[config.mk]
export PLATFORM = sky130hd
export DESIGN_NAME = aes_cipher_rx_buffer
export DESIGN_NICKNAME = d
export VERILOG_FILES = /design/src/rtl/aes_cipher_rx_buffer.sv
export SDC_FILE = /design/constraint.sdc
export NUM_CORES = 1
export LEC_CHECK = 0
export CORE_UTILIZATION = 30
export CTS_CLUSTER_DIAMETER = 120
export DETAILED_ROUTE_END_ITERATION = 8
export PLACE_DENSITY_LB_ADDON = 0.05
export SLEW_MARGIN = 20
export SYNTH_ARGS = -nofsm -noshare
export SYNTH_HDL_FRONTEND = slang
export SYNTH_SLANG_ARGS = --single-unit
[constraint.sdc]
create_clock -name clk -period 4.9 [get_ports clk]
set_clock_uncertainty 0.05 [all_clocks]
set_input_delay 0.98 -clock clk [delete_from_list [all_inputs] [get_ports clk]]
set_output_delay 0.98 -clock clk [all_outputs]
set_load 0.01 [all_outputs]
[src/rtl/aes_cipher_rx_buffer.sv]
// Capture buffer behind aes_sbox_stream_cipher: FWFT FIFO with valid/ready output,
// stream-boundary FSM, overflow/byte counters. Optional ASCII check via AES_RX_ASCII_CHECK_EN.
`timescale 1ns/1ps
module aes_cipher_rx_buffer #(
  parameter int DEPTH = 16,
  parameter int CNT_W = 16
) (
  input  logic                     clk,
  input  logic                     rst_n,
  input  logic                     dout_ready,
  input  logic [7:0]               txt_out_char,
  input  logic                     flush,
  output logic                     m_valid,
  output logic [7:0]               m_data,
  input  logic                     m_ready,
  output logic [$clog2(DEPTH):0]   fill_level,
  output logic                     busy,
  output logic                     eos,
  output logic                     overflow,
  output logic [CNT_W-1:0]         byte_count,
  output logic                     nonascii
);
  // state   | meaning
  // IDLE    | no stream seen, FIFO drained
  // ACTIVE  | cipher is presenting bytes
  // DRAIN   | stream ended, waiting for FIFO to empty
  localparam logic [1:0] ST_IDLE   = 2'd0;
  localparam logic [1:0] ST_ACTIVE = 2'd1;
  localparam logic [1:0] ST_DRAIN  = 2'd2;

  localparam int AW = $clog2(DEPTH);
  localparam logic [AW:0] FULL_LVL = (AW+1)'(DEPTH);
  localparam logic [CNT_W-1:0] CNT_MAX = {CNT_W{1'b1}};

  logic [7:0]    mem [DEPTH];
  logic [AW-1:0] wr_ptr, rd_ptr;
  logic [AW:0]   count;
  logic [1:0]    state, state_nxt;
  logic          push, pop, store, full;

  assign full  = (count == FULL_LVL);
  assign push  = dout_ready && !flush;
  assign pop   = m_valid && m_ready && !flush;
  // a full FIFO still takes the byte when the head leaves in the same cycle
  assign store = push && (!full || pop);

  assign m_valid    = (count != '0);
  assign m_data     = m_valid ? mem[rd_ptr] : 8'h00;
  assign fill_level = count;
  assign busy       = (state != ST_IDLE);

  always_ff @(posedge clk) begin
    if (store) mem[wr_ptr] <= txt_out_char;
  end

  always_ff @(posedge clk or negedge rst_n) begin
    if (!rst_n) begin
      wr_ptr     <= '0;
      rd_ptr     <= '0;
      count      <= '0;
      overflow   <= 1'b0;
      byte_count <= '0;
    end else if (flush) begin
      wr_ptr     <= '0;
      rd_ptr     <= '0;
      count      <= '0;
      overflow   <= 1'b0;
      byte_count <= '0;
    end else begin
      if (store) wr_ptr <= wr_ptr + 1'b1;
      if (pop)   rd_ptr <= rd_ptr + 1'b1;
      case ({store, pop})
        2'b10:   count <= count + 1'b1;
        2'b01:   count <= count - 1'b1;
        default: count <= count;
      endcase
      if (push && !store) overflow <= 1'b1;
      if (push && byte_count != CNT_MAX) byte_count <= byte_count + 1'b1;
    end
  end

  always_comb begin
    state_nxt = state;
    case (state)
      ST_IDLE:   if (dout_ready) state_nxt = ST_ACTIVE;
      ST_ACTIVE: if (!dout_ready) state_nxt = ST_DRAIN;
      ST_DRAIN: begin
        if (dout_ready)         state_nxt = ST_ACTIVE;
        else if (count == '0)   state_nxt = ST_IDLE;
      end
      default:   state_nxt = ST_IDLE;
    endcase
  end

  always_ff @(posedge clk or negedge rst_n) begin
    if (!rst_n) begin
      state <= ST_IDLE;
      eos   <= 1'b0;
    end else if (flush) begin
      state <= ST_IDLE;
      eos   <= 1'b0;
    end else begin
      state <= state_nxt;
      eos   <= (state == ST_ACTIVE) && !dout_ready;
    end
  end

`ifdef AES_RX_ASCII_CHECK_EN
  always_ff @(posedge clk or negedge rst_n) begin
    if (!rst_n)                                           nonascii <= 1'b0;
    else if (flush)                                       nonascii <= 1'b0;
    else if (push && (txt_out_char == 8'h00 || txt_out_char[7])) nonascii <= 1'b1;
  end
`else
  assign nonascii = 1'b0;
`endif

endmodule

==> report_table.html <==
<table>
<tr><th>Metric</th><th>Value</th></tr>
<tr><th colspan="2">Status</th></tr>
<tr><td>Status</td><td>completed</td></tr>
<tr><th colspan="2">Power and ir drop</th></tr>
<tr><td>Pint</td><td>2690 uW</td></tr>
<tr><td>Pwr per Cell Area</td><td>441 nW/um^2</td></tr>
<tr><td>Maximum vdd drop</td><td>0.163 mV</td></tr>
<tr><td>Leakage power</td><td>0.00280 uW</td></tr>
<tr><td>Post-route total power</td><td>3690 uW</td></tr>
<tr><td>Switching power total</td><td>997 uW</td></tr>
<tr><td>Portion of total power attributed to the clock network</td><td>37.3%</td></tr>
<tr><td>Share of power burned in combinational logic</td><td>19.4%</td></tr>
<tr><td>Net Sw Frac</td><td>27.0%</td></tr>
<tr><td>Sequential share of power</td><td>43.3%</td></tr>
<tr><th colspan="2">Yosys</th></tr>
<tr><td>Cells after Synth</td><td>423</td></tr>
<tr><td>Main synth FF type</td><td>edfxtp_1</td></tr>
<tr><td>Avg Synthesized Cell Area</td><td>16.3 sq um</td></tr>
<tr><td>Combinational family with the most area after synthesis</td><td>multiplexers</td></tr>
<tr><td>Share of synthesized registers carrying an async set or reset</td><td>20.5%</td></tr>
<tr><td>Area share of fa/ha/maj cells after synthesis</td><td>1.92%</td></tr>
<tr><td>Ys Warns</td><td>0</td></tr>
<tr><td>Post-synthesis simple-gate area fraction</td><td>7.31%</td></tr>
<tr><td>Library cell occupying the most area in the post-synthesis netlist</td><td>edfxtp_1</td></tr>
<tr><td>Sequential share of the synthesized area</td><td>67.5%</td></tr>
<tr><td>Area share of the largest cell type after synthesis</td><td>55.6%</td></tr>
<tr><td>EDFF count, synth</td><td>128</td></tr>
<tr><td>Combined area of all synthesized cells</td><td>6910 sq um</td></tr>
<tr><td>Synthesized net count</td><td>446</td></tr>
<tr><td>Share of the synthesized area in compound gates (AO/OA/AOI/OAI)</td><td>5.97%</td></tr>
<tr><td>Mux contribution to synthesized area</td><td>14.6%</td></tr>
<tr><td>Number of different library cells in the post-synthesis netlist</td><td>50</td></tr>
<tr><td>Flip-flop and latch count after synthesis</td><td>161</td></tr>
<tr><td>Top area cells in the synthesized netlist</td><td>edfxtp_1 (56%), dfrtp_1 (12%), mux4_2 (10%)</td></tr>
<tr><td>Synthesized-area fraction occupied by xor and xnor cells</td><td>0.507%</td></tr>
<tr><th colspan="2">Floorplanning</th></tr>
<tr><td>Full die area</td><td>23700 sq um</td></tr>
<tr><td>Placement row count</td><td>55</td></tr>
<tr><td>Chip height</td><td>154 um</td></tr>
<tr><td>Core Footprint</td><td>22600 sq um</td></tr>
<tr><td>I/O pin count</td><td>47</td></tr>
<tr><td>Starting Density</td><td>30.5%</td></tr>
<tr><td>Horizontal extent of the die</td><td>154 um</td></tr>
<tr><th colspan="2">Finish</th></tr>
<tr><td>Post-layout instance area</td><td>8360 sq um</td></tr>
<tr><td>Antenna diodes</td><td>0</td></tr>
<tr><td>Most used cells in the layout excluding fill and tap cells</td><td>edfxtp_1 (128), clkdlybuf4s50_1 (44), mux4_2 (32), dfrtp_1 (32), mux2i_1 (22)</td></tr>
<tr><td>Area used by multi-input combinational logic</td><td>2120 sq um</td></tr>
<tr><td>Register area</td><td>4670 sq um</td></tr>
<tr><td>Layout area overhead</td><td>21.0%</td></tr>
<tr><td>Fraction of final layout cells with drive strength greater than 1</td><td>17.9%</td></tr>
<tr><td>Count of fill cells added during filler insertion</td><td>2108</td></tr>
<tr><td>Final Instance Count excl. Fillers</td><td>777</td></tr>
<tr><td>Final design utilization</td><td>36.9%</td></tr>
<tr><td>Most frequent standard cell in the layout excluding fill and tap cells</td><td>edfxtp_1</td></tr>
<tr><td>Net count, final</td><td>502</td></tr>
<tr><th colspan="2">Global route</th></tr>
<tr><td>Vias in the first global route</td><td>4009</td></tr>
<tr><td>Overflow left after global routing</td><td>0</td></tr>
<tr><td>Initial antenna violation count</td><td>0</td></tr>
<tr><td>Largest net degree at the start of global routing</td><td>34</td></tr>
<tr><td>Global-route usage over all layers</td><td>13.9%</td></tr>
<tr><td>Wire length of the first global-routing pass</td><td>23900 um</td></tr>
<tr><th colspan="2">Placement</th></tr>
<tr><td>Half-perimeter wire length after detailed placement</td><td>10100 um</td></tr>
<tr><td>Global placer's final weighted congestion</td><td>0.729</td></tr>
<tr><td>Placed instance area</td><td>7760 sq um</td></tr>
<tr><td>Dpl cells</td><td>745</td></tr>
<tr><td>Port buffer count</td><td>45</td></tr>
<tr><th colspan="2">Clock network</th></tr>
<tr><td>CTS tree</td><td>yes</td></tr>
<tr><td>Clk sinks</td><td>161</td></tr>
<tr><td>Count of hold-fix buffers inserted at cts</td><td>0</td></tr>
<tr><td>Maximum clock path buffer count</td><td>2</td></tr>
<tr><td>Worst skew pair latency</td><td>0.42 ns</td></tr>
<tr><td>H-tree depth reported by CTS</td><td>4</td></tr>
<tr><td>Number of buffers inserted to repair setup after CTS</td><td>0</td></tr>
<tr><td>Clock root cell</td><td>clkbuf_16</td></tr>
<tr><td>Register clock-pin slew on the reported worst setup and hold paths</td><td>0.07 ns</td></tr>
<tr><td>Count of instances resized after the clock tree is built</td><td>0</td></tr>
<tr><td>Clock buffers created by TritonCTS</td><td>17</td></tr>
<tr><th colspan="2">Routing</th></tr>
<tr><td>DR WL/cell</td><td>20.2 um</td></tr>
<tr><td>DR pass1 iterations</td><td>4</td></tr>
<tr><td>Violation count after the first detailed-routing iteration</td><td>179</td></tr>
<tr><td>Via-to-Cell Ratio</td><td>4.93</td></tr>
<tr><td>Antenna-violating nets left</td><td>0</td></tr>
<tr><td>Total vias in the final route</td><td>3827</td></tr>
<tr><td># DRC</td><td>0</td></tr>
<tr><td>Wirelength, routed</td><td>15700 um</td></tr>
<tr><th colspan="2">Timing</th></tr>
<tr><td>Count of endpoints failing hold in the final timing report</td><td>0</td></tr>
<tr><td>Highest clock frequency the design can meet</td><td>242 MHz</td></tr>
<tr><td>Transition time of the tightest slew-check pin</td><td>0.847 ns</td></tr>
<tr><td>Crit share post-route</td><td>84.4%</td></tr>
<tr><td>Final-report max-slew violation count</td><td>0</td></tr>
<tr><td>Final setup violation count</td><td>0</td></tr>
<tr><td>Total negative slack</td><td>0 ns</td></tr>
<tr><td>Fin crit period</td><td>4.13 ns</td></tr>
<tr><td>RSZ-0062 raised after global routing</td><td>no</td></tr>
<tr><td>Relative max-transition margin</td><td>43.5%</td></tr>
<tr><th colspan="2">Worst setup path</th></tr>
<tr><td>CP Data Required Time</td><td>3.87 ns</td></tr>
<tr><td>Cells on worst reg2reg path</td><td>9</td></tr>
<tr><td>Longest individual stage delay on the worst path</td><td>0.74 ns</td></tr>
<tr><td>Critical path fanouts, max</td><td>11</td></tr>
<tr><td>Setup crit start kind</td><td>flip-flop</td></tr>
<tr><td>Number of buffers and inverters on the critical path</td><td>1</td></tr>
<tr><td>Critical path depth</td><td>5</td></tr>
<tr><td>Crit path DAT</td><td>3.10 ns</td></tr>
<tr><td>Critical setup path kind</td><td>flip-flop to output port</td></tr>
<tr><td>Critical path capture point type</td><td>output port</td></tr>
<tr><td>Worst-path cell with the longest stage delay</td><td>or4_1</td></tr>
<tr><td>Launch point of the worst reg-to-reg path</td><td>fill_level[1]</td></tr>
<tr><td>Cell-by-cell trace of the critical path</td><td>or4_1, or2_0, nand2b_1, o22ai_1, clkdlybuf4s50_1</td></tr>
<tr><td>Kind of cell adding the most delay to the critical path</td><td>simple AND/OR/NAND/NOR gates</td></tr>
<tr><td>Critical path launch point</td><td>fill_level[1]</td></tr>
<tr><th colspan="2">Min path</th></tr>
<tr><td>Worst Hold Path Cells</td><td>2</td></tr>
<tr><td>Origin of the worst min-delay path</td><td>overflow</td></tr>
<tr><td>Tightest Hold Check Type</td><td>flip-flop to flip-flop</td></tr>
<tr><th colspan="2">Job</th></tr>
<tr><td>Number of max-cap violations</td><td>0</td></tr>
</table>
## per-stage QoR
stage	hold WS, ns	setup slack, ns
finish	0.458	0.766
global route	0.473	0.574
CTS	0.454	0.717
detailed placement	0.440	1.19
global placement	0.434	1.25
floorplan	0.408	2.01
## registers in the layout, summed over array words and instances, names as in the netlist
| register | cells |
|---|---|
| eos | 1 |
| overflow | 1 |
| mem | 128 |
| state | 2 |
| fill_level | 5 |
| byte_count | 16 |
| rd_ptr | 4 |
| wr_ptr | 4 |
## kinds of logic after synthesis
logic type	count (synthesis)
other	1
flip-flops	161
buffers and inverters	36
AND/OR/NAND/NOR	92
adder cells (fa/ha/maj)	10
XOR/XNOR	4
multiplexers	60
AO/OA/AOI/OAI	59
## path summary, 6_finish.rpt
path	endpoint	slack, ns
max	m_data[0]	0.77
min	overflow	0.46
max reg2reg	fill_level[4]	1.64
min reg2reg	overflow	0.46
max in group asynchronous	rd_ptr[1]	3.62
min in group asynchronous	byte_count[5]	0.59
## cell usage after synthesis (4+ instances only)
| cell type | n |
|---|---|
| o211ai_1 | 4 |
| a21oi_1 | 12 |
| dfrtp_1 | 33 |
| inv_1 | 13 |
| ha_1 | 9 |
| mux4_2 | 32 |
| nor4_1 | 4 |
| nor2_1 | 17 |
| mux2i_1 | 22 |
| or4_1 | 5 |
| edfxtp_1 | 128 |
| o21ai_0 | 6 |
| nor3_1 | 6 |
| o21a_1 | 5 |
| nand3_1 | 7 |
| buf_2 | 5 |
| nand4_1 | 5 |
| nor2b_1 | 8 |
| o31ai_1 | 7 |
| clkbuf_1 | 15 |
| o22ai_1 | 8 |
| nand2_1 | 12 |
| and2_1 | 9 |
## power groups by stage
| stage | Combinational (uW) | Clock, uW | Sequential, uW |
|---|---|---|---|
| after CTS | 734 | 1410 | 1600 |
| after global placement | 728 | 0 | 1630 |
| final | 716 | 1370 | 1600 |
| after global routing | 775 | 1470 | 1610 |
| after detailed placement | 731 | 0 | 1630 |
| after floorplan | 464 | 0 | 1580 |
## per-layer routing
layer  wire, um  track usage, %  part of all wire [%]  up-vias
li1           -               -                     -     1790
met5          0               0                     0        -
met2       7850            23.3                    50       69
met1       7120            17.6                    45     1962
met4        112            4.00                  0.71        0
met3        630            3.75                   4.0        6
## layout make-up
type / instances / area share [%]
Inverter: 13 / 0.583
Timing Repair Buffer: 60 / 6.67
Sequential cell: 161 / 55.8
Multi-Input combinational cell: 226 / 25.4
Clock buffer: 18 / 5.13
Tap cell: 285 / 4.26
Clock inverter: 14 / 2.12
## worst min-delay path: cells and delay by family, from the launching register on
family           cells  cell delay [ns]
AND/OR/NAND/NOR      1             0.08
AO/OA/AOI/OAI        1             0.04
flip-flops           1             0.35
(Power assumes the default switching activity.)
